$ cat src/rtl/pong_game_engine_if.sv
// Pong engine I/O bundle: frame tick, buttons and serve in;
// registered ball, paddle, score and state values out.
interface pong_game_engine_if;
    logic       iFrame_tick;
    logic       iP1_up;
    logic       iP1_dn;
    logic       iP2_up;
    logic       iP2_dn;
    logic       iServe;
    logic [9:0] ballX;
    logic [9:0] ballY;
    logic [9:0] plat1X;
    logic [9:0] plat1Y;
    logic [9:0] plat2X;
    logic [9:0] plat2Y;
    logic [9:0] plat1H;
    logic [9:0] plat2H;
    logic [4:0] Score1;
    logic [4:0] Score2;
    logic [1:0] oState;

    modport master (
        output iFrame_tick, iP1_up, iP1_dn,
        output iP2_up, iP2_dn, iServe,
        input  ballX, ballY,
        input  plat1X, plat1Y, plat2X, plat2Y,
        input  plat1H, plat2H,
        input  Score1, Score2, oState
    );

    modport slave (
        input  iFrame_tick, iP1_up, iP1_dn,
        input  iP2_up, iP2_dn, iServe,
        output ballX, ballY,
        output plat1X, plat1Y, plat2X, plat2Y,
        output plat1H, plat2H,
        output Score1, Score2, oState
    );
endinterface

$ cat src/rtl/pong_game_engine.sv
// Frame-rate Pong logic: paddles, ball motion, bounces, misses,
// scoring and the IDLE/PLAY/POINT/GAMEOVER flow.
module pong_game_engine #(
    parameter int BALL_SPEED   = 2,
    parameter int PAD_SPEED    = 4,
    parameter int PAD_H        = 60,
    parameter int PLAT1_X      = 20,
    parameter int PLAT2_X      = 610,
    parameter int WIN_SCORE    = 15,
    parameter int PAUSE_FRAMES = 60
) (
    input  logic               iCLK,
    input  logic               iRST,
    pong_game_engine_if.slave  bus
);

    typedef enum logic [1:0] {
        S_IDLE  = 2'd0,
        S_PLAY  = 2'd1,
        S_POINT = 2'd2,
        S_OVER  = 2'd3
    } state_t;

    localparam int PW = $clog2(PAUSE_FRAMES + 1);

    localparam logic [9:0] C_BS      = 10'(BALL_SPEED);
    localparam logic [9:0] C_PS      = 10'(PAD_SPEED);
    localparam logic [9:0] C_PH      = 10'(PAD_H);
    localparam logic [9:0] C_PAD_MIN = 10'd5;
    localparam logic [9:0] C_PAD_MAX = 10'(475 - PAD_H);
    localparam logic [9:0] C_L_EDGE  = 10'(PLAT1_X + 14);
    localparam logic [9:0] C_R_EDGE  = 10'(PLAT2_X - 4);
    localparam logic [9:0] C_X_MIN   = 10'd5;
    localparam logic [9:0] C_X_MAX   = 10'd634;
    localparam logic [9:0] C_Y_MIN   = 10'd9;
    localparam logic [9:0] C_Y_MAX   = 10'd470;
    localparam logic [9:0] C_CX      = 10'd320;
    localparam logic [9:0] C_CY      = 10'd240;
    localparam logic [9:0] C_PAD0    = 10'd210;
    localparam logic [4:0] C_WIN     = 5'(WIN_SCORE);
    localparam logic [PW-1:0] C_PLAST = PW'(PAUSE_FRAMES - 1);
    localparam logic [PW-1:0] C_PONE  = PW'(1);

    state_t        r_state;
    logic [9:0]    r_ball_x;
    logic [9:0]    r_ball_y;
    logic          r_dx;
    logic          r_dy;
    logic [9:0]    r_p1_y;
    logic [9:0]    r_p2_y;
    logic [4:0]    r_score1;
    logic [4:0]    r_score2;
    logic [PW-1:0] r_pause;

    state_t        w_state_nxt;
    logic [9:0]    w_ball_x_nxt;
    logic [9:0]    w_ball_y_nxt;
    logic          w_dx_nxt;
    logic          w_dy_nxt;
    logic [9:0]    w_p1_y_nxt;
    logic [9:0]    w_p2_y_nxt;
    logic [4:0]    w_score1_nxt;
    logic [4:0]    w_score2_nxt;
    logic [PW-1:0] w_pause_nxt;

    logic          w_band1;
    logic          w_band2;
    logic          w_lhit;
    logic          w_rhit;
    logic          w_lmiss;
    logic          w_rmiss;
    logic [4:0]    w_s1_inc;
    logic [4:0]    w_s2_inc;
    logic [9:0]    w_x_mv;
    logic [9:0]    w_y_mv;
    logic          w_dy_mv;

    // Paddle step with clamping; the lower bound is checked
    // before subtracting so Y never wraps below zero.
    function automatic logic [9:0] f_pad(
        input logic [9:0] y,
        input logic       up,
        input logic       dn
    );
        logic [9:0] v;
        v = y;
        if (up && !dn) begin
            v = (y >= C_PAD_MIN + C_PS) ? y - C_PS : C_PAD_MIN;
        end else if (dn && !up) begin
            v = (y + C_PS <= C_PAD_MAX) ? y + C_PS : C_PAD_MAX;
        end
        return v;
    endfunction

    // Collision and miss decisions from pre-tick positions.
    assign w_band1  = (r_ball_y + 10'd3 >= r_p1_y) &&
                      (r_ball_y <= r_p1_y + C_PH + 10'd3);
    assign w_band2  = (r_ball_y + 10'd3 >= r_p2_y) &&
                      (r_ball_y <= r_p2_y + C_PH + 10'd3);
    assign w_lhit   = !r_dx && (r_ball_x >= C_L_EDGE) &&
                      (r_ball_x < C_L_EDGE + C_BS) && w_band1;
    assign w_rhit   = r_dx && (r_ball_x <= C_R_EDGE) &&
                      (r_ball_x + C_BS > C_R_EDGE) && w_band2;
    assign w_lmiss  = !r_dx && (r_ball_x < C_X_MIN + C_BS);
    assign w_rmiss  = r_dx && (r_ball_x + C_BS > C_X_MAX);
    assign w_s1_inc = r_score1 + 5'd1;
    assign w_s2_inc = r_score2 + 5'd1;
    assign w_x_mv   = r_dx ? r_ball_x + C_BS : r_ball_x - C_BS;

    // Vertical step with wall clamp and direction flip.
    always_comb begin
        w_y_mv  = r_ball_y;
        w_dy_mv = r_dy;
        if (r_dy) begin
            if (r_ball_y + C_BS > C_Y_MAX) begin
                w_y_mv  = C_Y_MAX;
                w_dy_mv = 1'b0;
            end else begin
                w_y_mv  = r_ball_y + C_BS;
            end
        end else begin
            if (r_ball_y < C_Y_MIN + C_BS) begin
                w_y_mv  = C_Y_MIN;
                w_dy_mv = 1'b1;
            end else begin
                w_y_mv  = r_ball_y - C_BS;
            end
        end
    end

    // Next-state and next-value logic; only tick cycles update.
    always_comb begin
        w_state_nxt  = r_state;
        w_ball_x_nxt = r_ball_x;
        w_ball_y_nxt = r_ball_y;
        w_dx_nxt     = r_dx;
        w_dy_nxt     = r_dy;
        w_p1_y_nxt   = r_p1_y;
        w_p2_y_nxt   = r_p2_y;
        w_score1_nxt = r_score1;
        w_score2_nxt = r_score2;
        w_pause_nxt  = r_pause;
        if (bus.iFrame_tick) begin
            if (r_state != S_OVER) begin
                w_p1_y_nxt = f_pad(r_p1_y, bus.iP1_up, bus.iP1_dn);
                w_p2_y_nxt = f_pad(r_p2_y, bus.iP2_up, bus.iP2_dn);
            end
            unique case (r_state)
                S_IDLE: begin
                    if (bus.iServe) begin
                        w_state_nxt = S_PLAY;
                    end
                end
                S_PLAY: begin
                    if (w_lmiss || w_rmiss) begin
                        w_ball_x_nxt = C_CX;
                        w_ball_y_nxt = C_CY;
                        w_dx_nxt     = w_rmiss;
                        w_pause_nxt  = '0;
                        if (w_lmiss) begin
                            w_score2_nxt = w_s2_inc;
                            w_state_nxt  = (w_s2_inc == C_WIN) ?
                                           S_OVER : S_POINT;
                        end else begin
                            w_score1_nxt = w_s1_inc;
                            w_state_nxt  = (w_s1_inc == C_WIN) ?
                                           S_OVER : S_POINT;
                        end
                    end else begin
                        w_ball_y_nxt = w_y_mv;
                        w_dy_nxt     = w_dy_mv;
                        unique case (1'b1)
                            w_lhit: begin
                                w_ball_x_nxt = C_L_EDGE;
                                w_dx_nxt     = 1'b1;
                            end
                            w_rhit: begin
                                w_ball_x_nxt = C_R_EDGE;
                                w_dx_nxt     = 1'b0;
                            end
                            default: begin
                                w_ball_x_nxt = w_x_mv;
                            end
                        endcase
                    end
                end
                S_POINT: begin
                    w_pause_nxt = r_pause + C_PONE;
                    if (r_pause == C_PLAST) begin
                        w_state_nxt = S_PLAY;
                    end
                end
                S_OVER: begin
                    if (bus.iServe) begin
                        w_score1_nxt = '0;
                        w_score2_nxt = '0;
                        w_ball_x_nxt = C_CX;
                        w_ball_y_nxt = C_CY;
                        w_dx_nxt     = 1'b1;
                        w_state_nxt  = S_PLAY;
                    end
                end
                default: begin
                    w_state_nxt = S_IDLE;
                end
            endcase
        end
    end

    // State register; reset overrides a coincident tick.
    always_ff @(posedge iCLK) begin
        if (iRST) begin
            r_state  <= S_IDLE;
            r_ball_x <= C_CX;
            r_ball_y <= C_CY;
            r_dx     <= 1'b1;
            r_dy     <= 1'b1;
            r_p1_y   <= C_PAD0;
            r_p2_y   <= C_PAD0;
            r_score1 <= '0;
            r_score2 <= '0;
            r_pause  <= '0;
        end else begin
            r_state  <= w_state_nxt;
            r_ball_x <= w_ball_x_nxt;
            r_ball_y <= w_ball_y_nxt;
            r_dx     <= w_dx_nxt;
            r_dy     <= w_dy_nxt;
            r_p1_y   <= w_p1_y_nxt;
            r_p2_y   <= w_p2_y_nxt;
            r_score1 <= w_score1_nxt;
            r_score2 <= w_score2_nxt;
            r_pause  <= w_pause_nxt;
        end
    end

    assign bus.ballX  = r_ball_x;
    assign bus.ballY  = r_ball_y;
    assign bus.plat1X = 10'(PLAT1_X);
    assign bus.plat2X = 10'(PLAT2_X);
    assign bus.plat1Y = r_p1_y;
    assign bus.plat2Y = r_p2_y;
    assign bus.plat1H = C_PH;
    assign bus.plat2H = C_PH;
    assign bus.Score1 = r_score1;
    assign bus.Score2 = r_score2;
    assign bus.oState = r_state;

endmodule

$ cat src/flat_wrapper.sv
// flat-port wrapper written by rule: the top's interface ports become plain ports
module pong_game_engine_flat 
#(
    parameter int BALL_SPEED   = 2,
    parameter int PAD_SPEED    = 4,
    parameter int PAD_H        = 60,
    parameter int PLAT1_X      = 20,
    parameter int PLAT2_X      = 610,
    parameter int WIN_SCORE    = 15,
    parameter int PAUSE_FRAMES = 60
)
  (iCLK, iRST, bus_iFrame_tick, bus_iP1_up, bus_iP1_dn, bus_iP2_up, bus_iP2_dn, bus_iServe, bus_ballX, bus_ballY, bus_plat1X, bus_plat1Y, bus_plat2X, bus_plat2Y, bus_plat1H, bus_plat2H, bus_Score1, bus_Score2, bus_oState);
  pong_game_engine_if bus_i ();
  input  logic iCLK;
  input  logic iRST;
  input wire logic [$bits(bus_i.iFrame_tick)-1:0] bus_iFrame_tick;
  input wire logic [$bits(bus_i.iP1_up)-1:0] bus_iP1_up;
  input wire logic [$bits(bus_i.iP1_dn)-1:0] bus_iP1_dn;
  input wire logic [$bits(bus_i.iP2_up)-1:0] bus_iP2_up;
  input wire logic [$bits(bus_i.iP2_dn)-1:0] bus_iP2_dn;
  input wire logic [$bits(bus_i.iServe)-1:0] bus_iServe;
  output wire logic [$bits(bus_i.ballX)-1:0] bus_ballX;
  output wire logic [$bits(bus_i.ballY)-1:0] bus_ballY;
  output wire logic [$bits(bus_i.plat1X)-1:0] bus_plat1X;
  output wire logic [$bits(bus_i.plat1Y)-1:0] bus_plat1Y;
  output wire logic [$bits(bus_i.plat2X)-1:0] bus_plat2X;
  output wire logic [$bits(bus_i.plat2Y)-1:0] bus_plat2Y;
  output wire logic [$bits(bus_i.plat1H)-1:0] bus_plat1H;
  output wire logic [$bits(bus_i.plat2H)-1:0] bus_plat2H;
  output wire logic [$bits(bus_i.Score1)-1:0] bus_Score1;
  output wire logic [$bits(bus_i.Score2)-1:0] bus_Score2;
  output wire logic [$bits(bus_i.oState)-1:0] bus_oState;
  assign bus_i.iFrame_tick = bus_iFrame_tick;
  assign bus_i.iP1_up = bus_iP1_up;
  assign bus_i.iP1_dn = bus_iP1_dn;
  assign bus_i.iP2_up = bus_iP2_up;
  assign bus_i.iP2_dn = bus_iP2_dn;
  assign bus_i.iServe = bus_iServe;
  assign bus_ballX = bus_i.ballX;
  assign bus_ballY = bus_i.ballY;
  assign bus_plat1X = bus_i.plat1X;
  assign bus_plat1Y = bus_i.plat1Y;
  assign bus_plat2X = bus_i.plat2X;
  assign bus_plat2Y = bus_i.plat2Y;
  assign bus_plat1H = bus_i.plat1H;
  assign bus_plat2H = bus_i.plat2H;
  assign bus_Score1 = bus_i.Score1;
  assign bus_Score2 = bus_i.Score2;
  assign bus_oState = bus_i.oState;
  pong_game_engine #(.BALL_SPEED(BALL_SPEED), .PAD_SPEED(PAD_SPEED), .PAD_H(PAD_H), .PLAT1_X(PLAT1_X), .PLAT2_X(PLAT2_X), .WIN_SCORE(WIN_SCORE), .PAUSE_FRAMES(PAUSE_FRAMES)) u_core (.iCLK(iCLK), .iRST(iRST), .bus(bus_i));
endmodule
$ cat config.mk
export PLATFORM = sky130hd
export DESIGN_NAME = pong_game_engine_flat
export DESIGN_NICKNAME = d
export VERILOG_FILES = /design/src/rtl/pong_game_engine_if.sv /design/src/rtl/pong_game_engine.sv /design/src/flat_wrapper.sv
export SDC_FILE = /design/constraint.sdc
export NUM_CORES = 1
export LEC_CHECK = 0
export CORE_MARGIN = 2
export CORE_UTILIZATION = 60
export CTS_BUF_LIST = sky130_fd_sc_hd__clkbuf_4 sky130_fd_sc_hd__clkbuf_8
export DETAILED_ROUTE_END_ITERATION = 8
export GPL_TIMING_DRIVEN = 0
export PLACE_DENSITY = 0.88
export SYNTH_ARGS = -nofsm -noshare
export SYNTH_HDL_FRONTEND = slang
export SYNTH_SLANG_ARGS = --single-unit
$ cat constraint.sdc
create_clock -name iCLK -period 5.8 [get_ports iCLK]
set_input_delay 0.58 -clock iCLK [delete_from_list [all_inputs] [get_ports iCLK]]
set_output_delay 0.58 -clock iCLK [all_outputs]
set_load 0.01 [all_outputs]
==> results.ini, run 1 <==
[outcome]
status=finished clean

[critical_path]
crit_slowest_cell=a2111oi_0
max_stage_delay_ps=600
critPathRequiredTime_ps=6020
cp_num_buf_inv=2
reg2regPathDepth=15
cp-start-kind=flip-flop
path_max_fanout=10
cp.depth=15
crit_type=reg -> reg
crit_path_cell_trace=clkbuf_1 > inv_1 > ha_1 > nand2_1 > nor2_1 > nand2_1 > xnor2_1 > ha_1 > and3_1 > a221oi_1 > a21oi_1 > o32ai_1 > nand4_1 > a2111oi_0 > mux2i_1
arrival_ps=4410
cp-end-kind=flip-flop
cp_top_family=simple AND/OR/NAND/NOR gates

[sta]
finalClockSkew_ps=14.51
maxSlewViolCount=0
setup_viol=0
fin_crit_sh_pct=72.17
relSlewSlack_pct=40.50
rsz0062_at_grt=false
finalSetupTns_ps=0
finalCriticalPeriod_ps=4186
fmax_mhz=238.9
tightest_slew_ps=892.5
hold_violations=0

[synthesis]
yosys_warnings=0
synth_edf_count=0
syn_area_per_cell_sq_um=7.679
synth_area_leaders=dfxtp_1 (19%), ha_1 (14%), buf_4 (5.4%)
yosysUniqueCellTypes=88
synth_top_area_share_pct=18.85
syn_area_sq_mm=0.006266
ys_seq_area_share_pct=18.85
async_flop_share_pct=0
ys.flop_type=dfxtp_1
yosysTopAreaCell=dfxtp_1
syn_inst=816
ys_seq_elements=59

[global_route]
grt-ovfl-total=0
grt_start_max_net_pins=13
antenna_found_initial=0
grt_pass1_vias=5939
grt_pass1_wl_um=28380
track_usage_pct=30.77

[pwr]
ir_drop_uv=125.8
p_leak_nw=2.992
power_density_mw_per_mm2=166.0

[die]
core_area_sq_mm=0.01023
fp.dieH_um=106.2
ios=100
die_x_um=106.2
die_area_sq_mm=0.01128
initial_utilization_pct=61.24
rows=37

[routing]
postRouteAntennaNets=0
drc_errors=0
drt_iter0_drc=454
vias=6586
wl_um=17550
firstDrtPassIters=6
wl_per_cell_um=16.49
avgViaCountPerCell=6.190

[place]
gp_congestion=0.9399
numPlacedInstances=1048
portBuffers=57
postPlaceCellArea_sq_mm=0.007153
hpwl_um=12840

[finish]
fin_nets=1001
fin_area_sq_mm=0.007401
final_common_cell=ha_1
area_growth_pct=18.11
drive_gt1_share_pct=10.13
n_antenna_cell=0
final_cell_mix=ha_1 (70), dfxtp_1 (59), clkdlybuf4s50_1 (57)
final_cells=1064

[clocking]
cts_max_level=3
cts_made_buffers=9
cts_tree=done
postCtsSetupRepairBufs=0
cts_sinks=59
clk_pin_slew_ps=80
cts_root_buf=clkbuf_8
clk_latency_ps=360
cts_max_path_buffers=2
cts_hold_buf=0
cts_resized=0

[hold_path]
hold_path_class=reg -> reg
holdPathStages=2

[flow_run]
cap_violations=0

-- report_power, final --
part           total (W)  internal [W]  switching (W)  leakage (nW)
Combinational   0.000308      0.000128       0.000181          2.39
Sequential      0.000435      0.000416      0.0000184         0.478
Clock           0.000485      0.000288       0.000197         0.120
Total            0.00123      0.000832       0.000396          2.99
-- sequential cells by signal (all words and copies together), names as in the netlist --
name	flops
u_core.bus.ballY	10
u_core.r_dy	1
u_core.bus.ballX	9
u_core.bus.plat2Y	10
u_core.bus.oState	2
u_core.bus.Score2	5
u_core.r_dx	1
u_core.bus.Score1	5
u_core.r_pause	6
u_core.bus.plat1Y	10
-- cell usage after synthesis (6+ instances only) --
library cell	number
nor3_1	27
inv_1	45
a211oi_1	10
nor2b_1	7
nand2b_1	12
buf_4	45
mux2i_1	6
o221ai_1	7
nand3_1	30
a211o_1	7
nor4_1	11
and3_1	8
o32ai_1	6
o21a_1	9
xnor2_1	24
nand4_1	13
nor2_1	55
xor2_1	14
nand2_1	51
and2_1	6
or4_1	8
o21ai_0	44
a31oi_1	16
nor3b_1	7
o211ai_1	8
dfxtp_1	59
a21o_1	9
or2_2	6
ha_1	70
clkbuf_1	33
a21oi_1	56
-- cell families (layout without fill, tap and decap cells) --
| logic type | after synthesis | after routing | synth area share [%] |
|---|---|---|---|
| AND/OR/NAND/NOR | 263 | 263 | 22.38 |
| AO/OA/AOI/OAI | 240 | 240 | 26.48 |
| buffers and inverters | 135 | 208 | 11.32 |
| adder cells (fa/ha/maj) | 71 | 71 | 14.14 |
| flip-flops | 59 | 59 | 18.85 |
| XOR/XNOR | 39 | 39 | 5.571 |
| multiplexers | 7 | 7 | 1.138 |
| other | 2 | 41 | 0.1199 |
-- per-layer routing --
metal / wire length [um] / vias up / track usage, %
li1: - / 3153 / -
met1: 7243 / 3022 / 38.46
met2: 8181 / 338 / 50.41
met3: 1361 / 73 / 5.457
met4: 760 / 0 / 16.17
met5: 0 / - / 0
-- stage by stage --
stage / hold WS [ps] / setup WS, ps / utilization, % / power, W
after floorplan: 462.6 / 2462 / - / 0.0006562
after CTS: 509.0 / 1699 / 72.34 / 0.001224
after global routing: 533.8 / 1143 / 72.34 / 0.001281
after detailed placement: 497.1 / 1733 / 69.92 / 0.0007418
after global placement: 477.5 / 1785 / 69.92 / 0.0007343
final: 507.7 / 1614 / 72.34 / 0.001228
-- layout make-up --
cell class	instances	area, sq um
clock inverters	7	123.9
repair buffers	57	570.5
well taps	136	170.2
clock buffers	9	123.9
flip-flops and latches	59	1181
fillers	839	2830
multi-input cells	661	4522
plain buffers	89	535.5
inverters	46	173.9
-- final timing paths --
| kind | start | end | slack, ps |
|---|---|---|---|
| min | u_core.r_pause[0] | u_core.r_pause[0] | 510 |
| max reg2reg | u_core.bus.plat2Y[2] | u_core.r_dx | 1610 |
| max | u_core.bus.plat2Y[2] | u_core.r_dx | 1610 |
| min reg2reg | u_core.r_pause[0] | u_core.r_pause[0] | 510 |
-- tightest hold or removal path: stages, from the launching register on --
cell and delay (ps):
dfxtp_1 340, o21ai_0 70, a21oi_1 60
Note: power is estimated with default switching activity, not from simulation.
==> run 2: changes to the inputs <==
CORE_UTILIZATION = 51   (was 60)
PLACE_DENSITY = 0.8   (was 0.88)
clock period = 3.39 ns   (was 5.8 ns; I/O delays follow)
==> run 2 against run 1 <==
Net effect: wire length rose by 2.3%; die area is 17% higher; clock skew is 5.5 ps higher; sequential power rose by 74%; final cell count rose by 0.75%; setup slack lost 1500 ps; clock-buffer cell count increased by 2; sequential share of layout area hardly changed; fmax rose by 28%.
==> results.ini, run 2 (synthesis results as in run 1) <==
[hold_path]
hold_path_class=in -> reg  ; was reg -> reg

[place]
portBuffers=57  ; unchanged
gp_congestion=0.9331  ; was 0.9399
hpwl_um=12900  ; was 12840 um

[pwr]
power_density_mw_per_mm2=263.1  ; was 166.0 mW/mm^2
p_leak_nw=3.015  ; was 2.992 nW
ir_drop_uv=197.9  ; was 125.8 uV
p_total_w=0.001975  ; was 0.001228 W

[routing]
vias=6524  ; was 6586
postRouteAntennaNets=0  ; unchanged
drt_iter0_drc=725  ; was 454
drc_errors=0  ; unchanged
avgViaCountPerCell=6.086  ; was 6.190
firstDrtPassIters=8  ; was 6
wl_um=17950  ; was 17550 um
wl_per_cell_um=16.75  ; was 16.49 um

[finish]
n_antenna_cell=0  ; unchanged
drive_gt1_share_pct=14.27  ; was 10.13%
final_common_cell=ha_1  ; unchanged
final_cell_mix=ha_1 (68), clkdlybuf4s50_1 (57), a21oi_1 (55)  ; was ha_1 (70), dfxtp_1 (59), clkdlybuf4s50_1 (57)
fin_nets=999  ; was 1001
area_growth_pct=19.79  ; was 18.11%

[sta]
whs_ps=351.9  ; was 507.7 ps
hold_violations=0  ; unchanged
fmax_mhz=306.9  ; was 238.9 MHz
tightest_slew_ps=840.6  ; was 892.5 ps
fin_crit_sh_pct=96.13  ; was 72.17%
maxSlewViolCount=0  ; unchanged
finalCriticalPeriod_ps=3259  ; was 4186 ps
setup_viol=0  ; unchanged
relSlewSlack_pct=43.96  ; was 40.50%
finalClockSkew_ps=20.00  ; was 14.51 ps

[die]
die_x_um=114.8  ; was 106.2 um
initial_utilization_pct=52.17  ; was 61.24%
die_area_sq_mm=0.01319  ; was 0.01128 sq mm
ios=100  ; unchanged
rows=40  ; was 37
core_area_sq_mm=0.01201  ; was 0.01023 sq mm
fp.dieH_um=114.8  ; was 106.2 um

[clocking]
clk_latency_ps=380  ; was 360 ps
clk_pin_slew_ps=70  ; was 80 ps
cts_sinks=59  ; unchanged
cts_made_buffers=9  ; unchanged
cts_root_buf=clkbuf_8  ; unchanged
cts_max_path_buffers=2  ; unchanged
cts_tree=done  ; unchanged
cts_max_level=3  ; unchanged

[global_route]
grt_pass1_vias=5756  ; was 5939
grt_pass1_wl_um=28370  ; was 28380 um
grt_start_max_net_pins=12  ; was 13
grt-ovfl-total=0  ; unchanged
track_usage_pct=26.66  ; was 30.77%
antenna_found_initial=0  ; unchanged

[critical_path]
critPathRequiredTime_ps=3650  ; was 6020 ps
path_max_fanout=9  ; was 10
rrSetupSlack_ps=130  ; was 1610 ps
cp-start-kind=flip-flop  ; unchanged
arrival_ps=3520  ; was 4410 ps
cp-end-kind=flip-flop  ; unchanged
crit_type=reg -> reg  ; unchanged

[outcome]
status=finished clean  ; unchanged

[flow_run]
cap_violations=0  ; unchanged

## run 2: cell count changes in the layout (fill, tap and decap cells not counted), sizes merged
cell / before / now
clkbuf: 42 / 38
inv: 46 / 45
buf: 55 / 59
bufinv: 3 / 1
## run 2: final cells by class
cell class,instances,area (sq um)
Inverter,46,176.4
Tap cell,147,183.9
Multi-Input combinational cell,661,4629
Fill cell,1054,4506
Clock inverter,4,51.30
Timing Repair Buffer,61,600.6
Buffer,83,523.0
Clock buffer,11,145.1
Sequential cell,59,1196
## run 2: worst max-delay path: stages, from the launching register on
cell and delay, ps:
dfxtp_2 400, inv_4 120, ha_4 160, nand2_1 100
nor2_4 170, nand2_1 80, xnor2_1 130, ha_1 320
and3_1 240, a221oi_2 260, a21oi_1 110, o32ai_2 170
nand4_1 280, a31o_2 310, a221o_1 280
## run 2: worst paths after layout
check / startpoint / cells past startpoint / to
setup / recovery: u_core.bus.plat2Y[2] / 14 / u_core.bus.ballX[8]
hold reg to reg: u_core.bus.Score1[1] / 2 / u_core.bus.Score1[1]
hold / removal: bus_iFrame_tick / 3 / u_core.r_pause[1]
setup reg to reg: u_core.bus.plat2Y[2] / 14 / u_core.bus.ballX[8]
## run 2: metal layers
layer / vias to the layer above / track usage, % / wire (um)
li1: 3145 / - / -
met1: 3013 / 35.22 / 7647
met2: 315 / 43.14 / 8295
met3: 51 / 3.954 / 1368
met4: 0 / 11.89 / 640
met5: - / 0 / 0
## run 2: power by group
part           internal [W]  total, W  switching (W)
Combinational      0.000226  0.000536       0.000309
Sequential         0.000714  0.000757      0.0000434
Clock              0.000364  0.000682       0.000319
## run 2: per-stage QoR
step                      instances  instance area [sq um]  setup TNS [ps]  setup WS (ps)  util [%]
after floorplan                 855                   6412               0          51.90         -
after global placement         1059                   7167           -3134         -584.8     59.67
after detailed placement       1059                   7167           -3365         -616.5     59.67
after CTS                      1075                   7423               0          11.74     61.80
after global routing           1072                   7506          -11.00         -6.741     62.49
final                          1072                   7506               0          131.2     62.49
## run 2: repair_timing
item	CTS	global route
cloned	0	0
gates resized for setup	18	36
setup endpoints to repair	8	8
pin swaps	1	4
buffers inserted	2	2
hold buffers	0	0
==> run 3: changes to the inputs <==
PLACE_DENSITY = 0.88   (was 0.8)
==> run 3 against run 2 <==
Net effect: worst hold slack got worse by 39 ps; fmax decreased by 1.3%; critical path depth grew 1; clock skew shrank 9.4 ps; clock-buffer cell count did not move; wire length rose by 0.84%; combinational power rose by 3%; total power is 1.9% lower.
==> results.ini, run 3 (synthesis results as in run 1) <==
[routing]
drt_iter0_drc=938  ; was 725
wl_per_cell_um=16.76  ; was 16.75 um
avgViaCountPerCell=6.173  ; was 6.086
firstDrtPassIters=6  ; was 8
drc_errors=0  ; unchanged
wl_um=18100  ; was 17950 um
vias=6667  ; was 6524
postRouteAntennaNets=0  ; unchanged

[pwr]
p_leak_nw=3.044  ; was 3.015 nW
seqPwrFrac_pct=39.0  ; was 38.3%
p_total_w=0.001938  ; was 0.001975 W
power_density_mw_per_mm2=255.6  ; was 263.1 mW/mm^2
comb_power_share_pct=28.4  ; was 27.1%
ir_drop_uv=246.9  ; was 197.9 uV
p_sw_w=0.0006940  ; was 0.0006716 W
switching_share_pct=35.82  ; was 34.00%
p_clk_share_pct=32.7  ; was 34.5%
p_int_w=0.001244  ; was 0.001304 W

[finish]
n_antenna_cell=0  ; unchanged
area_growth_pct=20.97  ; was 19.79%
drive_gt1_share_pct=15.97  ; was 14.27%
fin_nets=1006  ; was 999
final_common_cell=ha_1  ; unchanged
fin_area_sq_mm=0.007580  ; was 0.007506 sq mm
final_cell_mix=ha_1 (67), clkdlybuf4s50_1 (57), a21oi_1 (55), buf_4 (55), nor2_1 (53)  ; was ha_1 (68), clkdlybuf4s50_1 (57), a21oi_1 (55)
fill_cells=1040  ; was 1054
final_cells=1080  ; was 1072

[critical_path]
crit_type=reg -> reg  ; unchanged
path_max_fanout=6  ; was 9
cpMostUsedCell=nand2_1  ; unchanged
crit_path_cell_trace=inv_4 > ha_4 > nand2_1 > nor2_4 > nand2_1 > xnor2_2 > ha_1 > and3_4 > a221oi_2 > a21oi_1 > o32ai_2 > nand4_1 > buf_4 > a31oi_2 > mux2i_1  ; was inv_4 > ha_4 > nand2_1 > nor2_4 > nand2_1 > xnor2_1 > ha_1 > and3_1 > a221oi_2 > a21oi_1 > o32ai_2 > nand4_1 > a31o_2 > a221o_1
cp-end-kind=flip-flop  ; unchanged
cp-start-kind=flip-flop  ; unchanged
arrival_ps=3610  ; was 3520 ps
reg2regPathDepth=15  ; was 14
max_stage_delay_ps=380  ; was 400 ps
critPathRequiredTime_ps=3700  ; was 3650 ps
crit_slowest_cell=dfxtp_4  ; was dfxtp_2

[clocking]
clk_latency_ps=390  ; was 380 ps
cts_max_level=3  ; unchanged
clk_pin_slew_ps=80  ; was 70 ps
cts_hold_buf=0  ; unchanged
cts_made_buffers=9  ; unchanged
cts_max_path_buffers=2  ; unchanged
cts_sinks=59  ; unchanged
cts_tree=done  ; unchanged
cts_root_buf=clkbuf_8  ; unchanged

[global_route]
grt_pass1_wl_um=28110  ; was 28370 um
track_usage_pct=26.60  ; was 26.66%
grt_pass1_vias=5850  ; was 5756
grt-ovfl-total=0  ; unchanged
grt_start_max_net_pins=12  ; unchanged
antenna_found_initial=0  ; unchanged

[place]
hpwl_um=12950  ; was 12900 um
preCtsSetupSlack_ps=-718.4  ; was -616.5 ps
gp_congestion=0.9692  ; was 0.9331
postPlaceCellArea_sq_mm=0.007167  ; unchanged
portBuffers=57  ; unchanged
numPlacedInstances=1059  ; unchanged

[die]
rows=40  ; unchanged
fp.dieH_um=114.8  ; unchanged
die_x_um=114.8  ; unchanged
core_area_sq_mm=0.01201  ; unchanged
ios=100  ; unchanged
initial_utilization_pct=52.17  ; unchanged
die_area_sq_mm=0.01319  ; unchanged

[outcome]
status=finished clean  ; unchanged

[sta]
fin_crit_sh_pct=97.37  ; was 96.13%
finalCriticalPeriod_ps=3301  ; was 3259 ps
whs_ps=313.0  ; was 351.9 ps
fmax_mhz=303.0  ; was 306.9 MHz
setup_ws_ps=89.14  ; was 131.2 ps
rsz0062_at_grt=true
finalClockSkew_ps=10.60  ; was 20.00 ps
hold_violations=0  ; unchanged
setup_viol=0  ; unchanged
relSlewSlack_pct=42.75  ; was 43.96%
maxSlewViolCount=0  ; unchanged
tightest_slew_ps=858.7  ; was 840.6 ps

[hold_path]
hold_path_class=in -> reg  ; unchanged
holdPathStages=3  ; unchanged

[flow_run]
cap_violations=0  ; unchanged

==> run 3: cell count changes in the layout (fill, tap and decap cells not counted), sizes merged <==
cell	delta
bufinv	-1
buf	+6
clkbuf	+1
clkinvlp	+2
==> run 3: worst max-delay path, delay by kind of cell, from the launching register on <==
family | cells | cell delay (ps)
xor+xnor | 1 | 150
fa+ha+maj | 2 | 490
buf+inv | 2 | 340
simple gates | 5 | 890
mux | 1 | 200
flops | 1 | 380
compound gates | 4 | 780
==> run 3: layer usage <==
layer / vias up / GRT usage [%] / share of wire (%)
met5: - / 0 / 0
met4: 0 / 12.05 / 3.8
met3: 77 / 6.747 / 9.7
met2: 367 / 43.25 / 46
met1: 3050 / 33.19 / 41
li1: 3173 / - / -
==> run 3: final cells by class <==
type | count | area, sq um | area share, %
Multi-Input combinational cell | 661 | 4646 | 61.29
Buffer | 83 | 528.0 | 6.966
Sequential cell | 59 | 1202 | 15.86
Clock buffer | 11 | 145.1 | 1.915
Clock inverter | 5 | 37.54 | 0.4952
Tap cell | 147 | 183.9 | 2.427
Timing Repair Buffer | 68 | 656.9 | 8.666
Inverter | 46 | 180.2 | 2.377
==> run 3: worst paths after layout <==
| check | startpoint | end | slack [ps] |
|---|---|---|---|
| worst max-delay path | u_core.bus.plat2Y[2] | u_core.r_dx | 90 |
| worst min-delay path | bus_iFrame_tick | u_core.r_pause[1] | 310 |
| worst max register to register | u_core.bus.plat2Y[2] | u_core.r_dx | 90 |
| worst min register to register | u_core.r_pause[1] | u_core.r_pause[1] | 500 |
==> run 3: timing repair <==
action	4_1_cts	5_1_grt
setup endpoints to repair	8	8
gates resized for setup	18	47
gates cloned	0	0
buffers inserted	2	9
pin swaps	1	7
==> run 3: stage by stage <==
step                      TNS (ps)  util [%]
after global routing        -71.75     63.10
after detailed placement     -3639     59.67
after floorplan                  0         -
final                            0     63.10
after CTS                        0     61.66
after global placement       -3111     59.67
==> run 3: power groups by stage <==
stage | Combinational [W] | Sequential, W | Clock (W)
2_1_floorplan | 0.000363 | 0.000760 | 0
3_3_place_gp | 0.000498 | 0.000759 | 0
3_5_place_dp | 0.000511 | 0.000759 | 0
4_1_cts | 0.000515 | 0.000748 | 0.000640
5_1_grt | 0.000601 | 0.000758 | 0.000667
6_report | 0.000550 | 0.000755 | 0.000633
